==> config.mk <==
export PLATFORM = sky130hd
export DESIGN_NAME = freq_meter_bcd
export DESIGN_NICKNAME = d
export VERILOG_FILES = /design/src/rtl/freq_meter_bcd.sv
export SDC_FILE = /design/constraint.sdc
export NUM_CORES = 1
export LEC_CHECK = 0
export BUFFER_PORTS_ARGS = -buffer_cell sky130_fd_sc_hd__buf_2
export CAP_MARGIN = 20
export CELL_PAD_IN_SITES_DETAIL_PLACEMENT = 1
export CELL_PAD_IN_SITES_GLOBAL_PLACEMENT = 2
export CORE_MARGIN = 1.5
export CORE_UTILIZATION = 37
export DETAILED_ROUTE_END_ITERATION = 8
export PLACE_DENSITY_LB_ADDON = 0.08
export SLEW_MARGIN = 10
export SYNTH_ARGS = -nofsm -noshare
export SYNTH_HDL_FRONTEND = slang
export SYNTH_SLANG_ARGS = --single-unit
==> constraint.sdc <==
create_clock -name clk -period 5.55 [get_ports clk]
set_input_delay 1.3875 -clock clk [delete_from_list [all_inputs] [get_ports clk]]
set_output_delay 1.3875 -clock clk [all_outputs]
set_load 0.01 [all_outputs]
==> src/rtl/freq_meter_bcd.sv <==
// Gated frequency meter: counts synchronised edges of `in` over a fixed window of
// GATE_CYCLES clocks in a cascaded BCD counter and latches the result with a valid strobe.
module freq_meter_bcd #(
  parameter int GATE_CYCLES = 10,
  parameter int DIGITS      = 4,
  parameter int SYNC_STAGES = 2,
  parameter int EDGE_MODE   = 0
) (
  input  logic                  clk,
  input  logic                  rst_n,
  input  logic                  in,
  input  logic                  enable,
  output logic [4*DIGITS-1:0]   out,
  output logic                  valid,
  output logic                  overflow
);

  localparam int GW = $clog2(GATE_CYCLES);
  localparam int PW = $clog2(SYNC_STAGES + 2);
  localparam logic [GW-1:0]       GATE_LAST  = GW'(GATE_CYCLES - 1);
  localparam logic [PW-1:0]       PRIME_DONE = PW'(SYNC_STAGES + 1);
  localparam logic [4*DIGITS-1:0] ALL_NINES  = {DIGITS{4'h9}};

  logic [SYNC_STAGES-1:0] r_sync;
  logic                   r_hist;
  logic [PW-1:0]          r_prime;
  logic [GW-1:0]          r_gate;
  logic [4*DIGITS-1:0]    r_bcd;
  logic                   r_ovf;

  logic                   w_sig;
  logic                   w_rise;
  logic                   w_fall;
  logic                   w_edge;
  logic                   w_event;
  logic                   w_terminal;
  logic                   w_ripple;
  logic                   w_ovf_win;
  logic [4*DIGITS-1:0]    w_bcd_next;

  assign w_sig  = r_sync[SYNC_STAGES-1];
  assign w_rise = w_sig & ~r_hist;
  assign w_fall = ~w_sig & r_hist;
  assign w_edge = (EDGE_MODE == 0) ? w_rise :
                  (EDGE_MODE == 1) ? w_fall : (w_rise | w_fall);
  // Edges are ignored until the synchroniser and history flop hold real samples.
  assign w_event    = (r_prime == PRIME_DONE) & w_edge;
  assign w_terminal = (r_gate == GATE_LAST);
  assign w_ovf_win  = r_ovf | w_ripple;

  always_ff @(posedge clk) begin
    if (!rst_n) begin
      r_sync  <= '0;
      r_hist  <= 1'b0;
      r_prime <= '0;
    end else begin
      r_sync <= {r_sync[SYNC_STAGES-2:0], in};
      r_hist <= w_sig;
      if (r_prime != PRIME_DONE) r_prime <= r_prime + 1'b1;
    end
  end

  // Carry ripples through all digits in one cycle; w_ripple ends as the top carry-out.
  always_comb begin
    w_bcd_next = r_bcd;
    w_ripple   = w_event;
    for (int i = 0; i < DIGITS; i++) begin
      if (w_ripple) begin
        w_bcd_next[4*i +: 4] = (r_bcd[4*i +: 4] == 4'd9) ? 4'd0 : r_bcd[4*i +: 4] + 4'd1;
      end
      w_ripple = w_ripple & (r_bcd[4*i +: 4] == 4'd9);
    end
  end

  always_ff @(posedge clk) begin
    if (!rst_n) begin
      r_gate   <= '0;
      r_bcd    <= '0;
      r_ovf    <= 1'b0;
      out      <= '0;
      valid    <= 1'b0;
      overflow <= 1'b0;
    end else if (!enable) begin
      r_gate <= '0;
      r_bcd  <= '0;
      r_ovf  <= 1'b0;
      valid  <= 1'b0;
    end else if (w_terminal) begin
      r_gate   <= '0;
      r_bcd    <= '0;
      r_ovf    <= 1'b0;
      out      <= w_ovf_win ? ALL_NINES : w_bcd_next;
      overflow <= w_ovf_win;
      valid    <= 1'b1;
    end else begin
      r_gate <= r_gate + 1'b1;
      r_bcd  <= w_bcd_next;
      r_ovf  <= w_ovf_win;
      valid  <= 1'b0;
    end
  end

endmodule

Word level (Yosys, flattened, before mapping)
Cells that the tools add are included.
Cells by class
  equal/unequal tests: 7
  add/sub/neg operators: 6
  bitwise logic cells: 10
  reductions and logical operators: 3
  muxes and demuxes: 10
Operators with widths (count)
  $mux 4: 8
  $add 4x1->4 const B: 5
  $eq 4x4->1 const B: 5
  $mux 16: 1
  $and 1x1->1: 6
  $reduce_and 2->1: 2
  $not 1->1: 3
  $reduce_or 3->1: 1
  $add 2x1->2 const B: 1
  $eq 2x2->1 const B: 1
  $ne 2x2->1 const B: 1
  $mux 1: 1
  $or 1x1->1: 1
Word-level totals
  register bits after elaboration: 44
  word-level logic and storage cells: 45
  input bits: 4
  output and inout bits: 18

Longest topological paths before layout
Gate-level depths: netlist of run 1.
  depth after elaboration: 9
  depth in mapped cells: 8
  mapped depth without buffers: 7

Worst setup path before layout of run 1
OpenSTA, ideal clock, no wires.
  path kind: input -> register
  start point: input enable
  end point: register out[13]
  required time: 5.476 ns
  setup time: 0.074 ns
  path buffers: 1
  cell stages on the path: 6
  slack: 3.129 ns
  arrival time: 2.347 ns
  cells stage by stage: nand4b_1 > nor2_1 > o31a_1 > buf_4 > nand2_1 > o21ai_0
Between the ends
  cells in the longest elaborated chain, start to end: 1
Ends and longest elaborated chain
  from (decl): line 12  | input logic enable,
  $reduce_and 2->1 (no line)
  to (signal assigned): line 92  | out <= w_ovf_win ? ALL_NINES : w_bcd_next;
  to (decl): line 13  | output logic [4*DIGITS-1:0] out,
No other way between the ends.
A chain may end at the register's enable or synchronous reset.

Worst setup path after layout of run 1
Same ends and word-level chain as after synthesis.

==> key figures, run 1 <==
Synthesis
  • Synth top area share: 48.3%
  • Leading area contributor after synthesis: dfxtp_1
  • Dominant synthesized flop cell: dfxtp_1
  • Synth top cells by count: dfxtp_1, nor2_1, o21ai_0, nand2_1, a21oi_1
  • Top cells by area, synth: dfxtp_1, nor2_1, o21ai_0, xnor2_1, and2_1
  • Net Count, Synth: 207
  • Synth async-reset ratio: 0%
  • Syn Std Cell Area: between 0.0015 and 0.002 mm^2
  • Synth Register Bits: 44
  • Most common cell in the netlist: dfxtp_1
  • Cells after Synth: 200
  • Synth cell types: 35
  • Mapped Avg Cell Area: 9.11 um^2
  • Seq/Total Area, Yosys: 48.3%
  • Post-synth EDFFs: 0
  • Yosys warns: 0

Layout
  • Diodes inserted: 0
  • Layout Cells excl Fill: 289
  • Post-route cell area: 0.00211 mm^2
  • Layout cell share with drive strength beyond 1: 17.1%
  • FF/Latch Area: 881 um^2
  • Footprint of the multi-input gates: 885 um^2
  • Layout area overhead: 15.6%
  • Fill count: 554
  • Nets: 228

Worst setup path
  • CP max FO: 10
  • Critical path required time: 5.75 ns
  • Reg-to-reg slack, setup: 3.33 ns
  • Worst reg-to-reg path cell count: 6
  • Worst Path Arrival: about 3 ns
  • Reg-to-reg endpoint: out[13]
  • Worst setup SP type: input port
  • Worst Setup End Kind: flop
  • Kind of critical path: input port to flop
  • CP startpoint: enable
  • R2r startpoint: r_gate[0]

Power and ir drop
  • Final Total Pwr: 603 uW
  • P_leak: 0.812 nW
  • Worst vdd ir: 0.183 mV
  • Pwr/cell area: 286 mW/mm^2

Place
  • GP Congestion: 0.814
  • PortBufs: 21
  • Placed Cells: 281
  • Placement Cell Area: 0.00198 mm^2
  • Post-detail-place hpwl: 3130 um

Floorplan
  • Core area: 0.00472 mm^2
  • Chip Width: 73.2 um
  • Row Count: 25
  • Starting density of the core: 38.6%
  • Die area: 0.00536 mm^2
  • Chip Height: 73.2 um
  • Ports: 22

CTS
  • Hold buffer count at cts: 0
  • TritonCTS clock tree: built
  • H-tree depth: 2
  • Root Driver: clkbuf_8
  • Max Buffers Root-to-Sink: 2
  • Total clock sinks: 44
  • Clock latency on the worst-skew pair: 0.29 ns
  • Clk slew on worst S/H paths: ~0.080 ns
  • Total CTS buffers: 5
  • Post-cts sizing count: 0
  • Post-CTS Setup Bufs: 0

Timing
  • Setup violation total in the final timing report: 0
  • Max Clock Freq: 351 MHz
  • Hold WS: 0.441 ns
  • Final hold violations: 0
  • TNS Setup: 0 ns
  • RSZ-0062 raised after global routing: no
  • Clk_skew: 0.00295 ns
  • Slew HR: 43.8%
  • Period utilisation layout: 51.4%
  • Max Transition Viols Final: 0
  • Fin crit period: 2.85 ns
  • Worst slew pin tran: 0.840 ns

Worst hold path
  • Hold_sp: r_sync[0]
  • Hold worst-path end: r_sync[1]
  • Hold WC Path Type: flop to flop
  • Number of stages on the worst hold path: 1

Drt
  • Mean routed wirelength per cell: 14.5 um
  • Residual DRC: 0
  • DR iter-0 viols: 24
  • Via density: 5.00
  • Post-route ant nets: 0
  • Initial DRT Pass Iterations: 4
  • Total wire length: 4190 um
  • Vias post-DR: 1446

Global routing
  • Initial antenna violation count: 0
  • Total GRT Usage: 17.9%
  • Largest net degree at the start of global routing: 26
  • Vias in the first global route: 1478
  • First-pass GRT wire length: 7200 um
  • Overflow left after global routing: 0

Status
  • Status: finished clean

Job
  • Max Cap Viol: 0
==> where the power goes <==
group          switching [mW]  internal [mW]  leakage [nW]
clock network           0.103          0.159        0.0645
logic                  0.0103        0.00800         0.392
registers             0.00302          0.320         0.356
total                   0.116          0.487         0.812
==> worst max-delay path by stage <==
stage | to | slack, ns | cells after the start
3_3_place_gp | out[10] | 2.64 | 6
6_report | out[13] | 2.70 | 6
2_1_floorplan | out[13] | 3.13 | 6
5_1_grt | out[13] | 2.48 | 6
4_1_cts | out[13] | 2.61 | 6
3_5_place_dp | out[13] | 2.30 | 6
==> state kept, by name (all words and copies together) (netlist names) <==
register  cells
overflow      1
r_sync        2
r_prime       2
r_bcd        16
r_hist        1
out          16
valid         1
r_gate        4
r_ovf         1
==> placed cells by master, fill, tap and decap left out, drive strengths merged, types with 2 or more instances in the layout <==
master  count
nor3b       2
a21oi      11
inv         7
clkbuf      7
or3b        2
o21ai      23
a22oi       2
and4bb      3
nand2      13
nand4b      2
buf        21
mux2i       3
nand3b      4
nor2b       4
nand3       6
nor2       31
xnor2       8
dfxtp      44
nand2b      3
xor2        4
ha          3
and2        9
==> critical path, cell delays in order <==
cell	delay [ns]
buf_2	0.11
nand4b_1	0.37
nor2_1	0.30
o31a_1	0.47
nand2_1	0.18
o21ai_0	0.23
==> per-layer routing <==
metal | global-route usage [%] | wire length [um]
met4 | 5.66 | 59
met5 | 0 | 0
met1 | 22.8 | 1990
met3 | 4.14 | 98
met2 | 30.0 | 2040
==> final cells by class <==
| class | count | area share (%) |
|---|---|---|
| Multi-Input combinational cell | 142 | 42.0 |
| Tap cell | 67 | 3.98 |
| Timing Repair Buffer | 21 | 4.99 |
| Clock buffer | 7 | 4.57 |
| Inverter | 7 | 1.25 |
| Clock inverter | 1 | 1.43 |
| Sequential cell | 44 | 41.8 |
==> kinds of logic after synthesis <==
kind of cell	count (synthesis)	synth area share, %
AND/OR/NAND/NOR	84	26.4
AO/OA/AOI/OAI	40	12.6
flip-flops	44	48.3
XOR/XNOR	12	5.77
multiplexers	3	1.65
adder cells (fa/ha/maj)	3	2.06
buffers and inverters	14	3.16
==> metrics by stage <==
step | setup WS (ns) | utilization (%)
2_1_floorplan | 3.13 | -
3_3_place_gp | 2.64 | 41.9
3_5_place_dp | 2.30 | 41.9
4_1_cts | 2.61 | 44.6
5_1_grt | 2.48 | 44.6
6_report | 2.70 | 44.6
Note: power is estimated with default switching activity, not from simulation.
==> run 2, diff against run 1 <==
--- a/config.mk
+++ b/config.mk
@@ -5,12 +5,13 @@
 export SDC_FILE = /design/constraint.sdc
 export NUM_CORES = 1
 export LEC_CHECK = 0
+export ABC_AREA = 1
 export BUFFER_PORTS_ARGS = -buffer_cell sky130_fd_sc_hd__buf_2
 export CAP_MARGIN = 20
 export CELL_PAD_IN_SITES_DETAIL_PLACEMENT = 1
 export CELL_PAD_IN_SITES_GLOBAL_PLACEMENT = 2
 export CORE_MARGIN = 1.5
-export CORE_UTILIZATION = 37
+export CORE_UTILIZATION = 33
 export DETAILED_ROUTE_END_ITERATION = 8
 export PLACE_DENSITY_LB_ADDON = 0.08
 export SLEW_MARGIN = 10
==> constraint.sdc (replaced) <==
create_clock -name clk -period 2.8 [get_ports clk]
set_input_delay 0.7 -clock clk [delete_from_list [all_inputs] [get_ports clk]]
set_output_delay 0.7 -clock clk [all_outputs]
set_load 0.01 [all_outputs]
==> key figures, run 2 <==
Synthesis
  • Mapped Avg Cell Area: 7.60 um^2
  • Post-synth EDFFs: 0
  • Synth top area share: 45.2%
  • Cells after Synth: around 260
  • Seq/Total Area, Yosys: 45.2%
  • Synth Register Bits: 44
  • Dominant synthesized flop cell: dfxtp_1
  • Top cells by area, synth: dfxtp_1, nand2_1, inv_1, nor2_1, o21ai_0
  • Synth top cells by count: nand2_1, dfxtp_1, inv_1, nor2_1, o21ai_0
  • Syn Std Cell Area: ~0.0019 mm^2
  • Synth async-reset ratio: 0%
  • Yosys warns: 0
  • Most common cell in the netlist: nand2_1
  • Leading area contributor after synthesis: dfxtp_1
  • Net Count, Synth: between 200 and 300
  • Synth cell types: 31

Drt
  • Total wire length: 4390 um
  • Via density: 4.59
  • DR iter-0 viols: 66
  • Residual DRC: 0
  • Post-route ant nets: 0
  • Mean routed wirelength per cell: 12.4 um
  • Initial DRT Pass Iterations: 4
  • Vias post-DR: 1620

Global routing
  • Initial antenna violation count: 0
  • Total GRT Usage: between 10% and 20%
  • Largest net degree at the start of global routing: 21
  • First-pass GRT wire length: 7570 um
  • Overflow left after global routing: 0
  • Vias in the first global route: 1537

Layout
  • Biggest regs: out: 16 flops, r_bcd: 16 flops, r_gate: 4 flops
  • Post-route cell area: 0.00221 mm^2
  • Most common cell after layout, fill and taps aside: nand2_1
  • Fill count: 739
  • Layout cell share with drive strength beyond 1: around 16%
  • Layout Cells excl Fill: 353
  • Diodes inserted: 0
  • Commonest cells after routing, fill and taps aside: nand2_1, dfxtp_1, inv_1
  • FF/Latch Area: 881 um^2
  • Nets: 287
  • Layout area overhead: 13.7%
  • Footprint of the multi-input gates: roughly 900 um^2

Worst setup path
  • Critical path required time: 3.04 ns
  • CP max FO: 16
  • Kind of critical path: flop to flop
  • Worst Path Arrival: 2.11 ns
  • Reg-to-reg slack, setup: 0.93 ns
  • Worst Setup End Kind: flop
  • Worst setup SP type: flop

Floorplan
  • Die area: 0.00637 mm^2
  • Starting density of the core: between 30% and 40%
  • Ports: 22
  • Row Count: 27
  • Chip Width: 79.8 um
  • Chip Height: ~80 um
  • Core area: around 0.0056 mm^2

Place
  • Placement Cell Area: 0.00212 mm^2
  • PortBufs: 21
  • Post-detail-place hpwl: 3240 um
  • GP Congestion: 0.756
  • Placed Cells: between 300 and 400

Power and ir drop
  • P_leak: 0.962 nW
  • Worst vdd ir: 0.305 mV
  • Pwr/cell area: 489 mW/mm^2

Timing
  • Setup violation total in the final timing report: 0
  • Fin crit period: 1.87 ns
  • Max Clock Freq: about 530 MHz
  • RSZ-0062 raised after global routing: no
  • Clk_skew: 0.00716 ns
  • Slew HR: 52.4%
  • Period utilisation layout: 66.8%
  • Max Transition Viols Final: 0
  • TNS Setup: 0 ns
  • Worst slew pin tran: 0.712 ns
  • Final hold violations: 0

CTS
  • H-tree depth: 2
  • Post-cts sizing count: 0
  • Hold buffer count at cts: 0
  • Total CTS buffers: 5
  • TritonCTS clock tree: built
  • Clock latency on the worst-skew pair: 0.30 ns
  • Post-CTS Setup Bufs: 0
  • Root Driver: clkbuf_8
  • Max Buffers Root-to-Sink: 2
  • Total clock sinks: 44
  • Clk slew on worst S/H paths: approximately 0.080 ns

Worst hold path
  • Hold WC Path Type: flop to flop

Status
  • Status: finished clean

Job
  • Max Cap Viol: 0
## run 2: kinds of logic (layout without fill, tap and decap cells)
family | count (synthesis) | count (layout) | synth area share [%]
DFF | 44 | 44 | 45.2
AOI/OAI and AO/OA | 42 | 42 | 11.8
adders and majority gates | 3 | 3 | 1.93
and+or+nand+nor | 116 | 116 | 28.9
buffers and inverters | 43 | 68 | 8.61
xor gates and xnor gates | 8 | 8 | 3.60
## run 2: where the power goes
part	switching [mW]	internal, mW
combinational	0.0200	0.00913
sequential	0.00556	0.634
clock	0.212	0.202
total	0.237	0.845
## run 2: worst max-delay path, stage by stage, from the launching register on
cell	delay, ns
dfxtp_1	0.39
ha_1	0.17
nand2_1	0.05
nor2_1	0.16
nand2_1	0.25
inv_2	0.33
nand3_4	0.20
nor2_1	0.14
nor2_1	0.05
nor2_1	0.07
## run 2: through the flow
stage                     setup WS (ns)  utilization, %  power, mW  hold WS, ns
after floorplan                    1.31               -      0.674        0.390
after global placement            0.875            37.9      0.683        0.394
after detailed placement          0.849            37.9      0.684        0.400
after CTS                         0.886            39.5       1.10        0.420
after global routing              0.686            39.5       1.13        0.440
final                             0.930            39.5       1.08        0.419
## run 2: cell type report
class                      count  area share (%)
inverter                      39            6.73
timing repair buffer          21            4.75
tap                           72            4.07
sequential                    44            39.8
clock buffer                   8            4.07
multi-input combinational    169            40.6
## run 2: worst paths after layout
| kind | startpoint | to | cells after the start |
|---|---|---|---|
| max reg2reg | r_gate[0] | out[13] | 9 |
| min reg2reg | r_sync[0] | r_sync[1] | 2 |
| max | r_gate[0] | out[13] | 9 |
| min | r_sync[0] | r_sync[1] | 2 |
## run 2: routing by layer
layer	global-route usage (%)	wire length [um]
met1	21.0	2300
met2	23.8	1860
met3	3.66	157
met4	6.21	67
met5	0	0
==> run 3, diff against run 2 <==
==> constraint.sdc (replaced) <==
create_clock -name clk -period 1.85 [get_ports clk]
set_input_delay 0.4625 -clock clk [delete_from_list [all_inputs] [get_ports clk]]
set_output_delay 0.4625 -clock clk [all_outputs]
set_load 0.01 [all_outputs]
==> key figures, run 3 (synthesized netlist as in run 2, its figures left out) <==
Status
  • Status: finished clean

Global routing
  • Gr busiest metal: met2
  • Vias in the first global route: 1658
  • Total GRT Usage: 16.8%
  • M2 GR Usage: 27.5%
  • Overflow left after global routing: 0
  • First-pass GRT wire length: 8140 um
  • Met3 Resource Use GR: approximately 4.0%
  • Met1 Use GR: a little over a fifth
  • Largest net degree at the start of global routing: 16
  • Initial antenna violation count: 0

Drt
  • DR iter-0 viols: 66
  • Via density: between 4 and 5
  • Residual DRC: 0
  • Total wire length: 4790 um
  • Post-route ant nets: 0
  • Vias post-DR: 1663
  • Mean routed wirelength per cell: 13.2 um
  • Initial DRT Pass Iterations: 4

Layout
  • Nets: 298
  • Diodes inserted: 0
  • Footprint of the multi-input gates: 901 um^2
  • Most common cell after layout, fill and taps aside: nand2_1
  • Layout area overhead: 18.7%
  • FF/Latch Area: roughly 880 um^2
  • Biggest regs: out: 16 flops, r_bcd: 16 flops, r_gate: 4 flops
  • Commonest cells after routing, fill and taps aside: nand2_1, dfxtp_1, inv_1
  • Layout cell share with drive strength beyond 1: 19.5%
  • Fill count: 731

Place
  • Post-detail-place hpwl: 3600 um
  • Worst slack at placement: 0.0685 ns
  • PortBufs: 21
  • GP Congestion: about 0.75

Worst setup path
  • Worst Path Arrival: around 1.9 ns
  • R2r startpoint: r_prime[0]
  • Worst setup SP type: flop
  • CP max FO: 8
  • Kind of critical path: flop to flop
  • Worst Setup End Kind: flop
  • Critical path required time: just over 2 ns
  • CP startpoint: r_prime[0]

Power and ir drop
  • Pwr/cell area: a little over 700 mW/mm^2
  • Worst vdd ir: 0.396 mV
  • P_leak: 1.01 nW
  • Final Total Pwr: 1.65 mW

Timing
  • Final hold violations: 0
  • Setup violation total in the final timing report: 0
  • Slew HR: about three quarters
  • Fin crit period: 1.70 ns
  • Clk_skew: 0.00927 ns
  • Max Clock Freq: between 500 and 600 MHz
  • Worst slew pin tran: between 0.3 and 0.4 ns
  • Setup ws final: roughly 0.15 ns
  • Period utilisation layout: 91.9%
  • Max Transition Viols Final: 0

Floorplan
  • Die area: 0.00637 mm^2
  • Chip Width: 79.8 um
  • Ports: 22
  • Row Count: 27
  • Chip Height: about 80 um
  • Core area: around 0.0056 mm^2
  • Starting density of the core: 34.7%

CTS
  • TritonCTS clock tree: built
  • Max Buffers Root-to-Sink: 2
  • Total clock sinks: 44
  • H-tree depth: 2
  • Root Driver: clkbuf_8
  • Clk slew on worst S/H paths: 0.08 ns
  • Hold buffer count at cts: 0
  • Total CTS buffers: 5
  • Clock latency on the worst-skew pair: 0.30 ns

Job
  • Max Cap Viol: 0

Worst hold path
  • Hold_sp: in
  • Hold WC Path Type: input port to flop
run 3: report_power, final:
part	switching (mW)	leakage (nW)	total (mW)	internal, mW
registers	0.00864	0.356	0.968	0.960
logic	0.0334	0.612	0.0538	0.0204
clock network	0.321	0.0455	0.626	0.305
total	0.363	1.01	1.65	1.28
run 3: critical path: stages (launching register included):
cell      delay [ns]
dfxtp_1         0.37
ha_2            0.21
nand3b_1        0.22
nor2_8          0.22
nand4_4         0.16
nand3_4         0.20
nor2_1          0.08
nor2_1          0.08
nor2_1          0.04
run 3: per-layer routing:
layer	vias to the layer above	part of all wire (%)
met3	7	3.8
met4	0	1.6
met2	24	45
li1	880	-
met5	-	0
met1	752	49
run 3: worst paths after layout:
path,to,slack [ns],cells past startpoint
worst min register to register,r_sync[1],0.42,2
worst min-delay path,r_sync[0],0.34,3
worst max-delay path,out[13],0.15,8
worst max register to register,out[13],0.15,8
run 3: cell type report:
class                   count  area share (%)
flip-flops and latches     44            38.1
repair buffers             32            8.66
inverters                  39            6.44
well taps                  72            3.90
clock buffers               8            3.90
multi-input cells         169            39.0
run 3: repair_timing:
item,in CTS,in global routing
endpoints found under the hold margin,0,0
resized for setup,0,1
buffers inserted,0,6
setup endpoints to repair,0,7
run 3: per-stage QoR:
stage / hold WS (ns) / instance area [um^2] / utilization (%) / TNS (ns) / std cells
after floorplan: 0.390 / 1950 / - / 0 / 256
after detailed placement: 0.412 / 2170 / 38.8 / 0 / 350
after CTS: 0.335 / 2260 / 40.4 / 0 / 358
final: 0.344 / 2310 / 41.2 / 0 / 364
after global routing: 0.363 / 2310 / 41.2 / -0.00504 / 364
after global placement: 0.400 / 2170 / 38.8 / 0 / 350
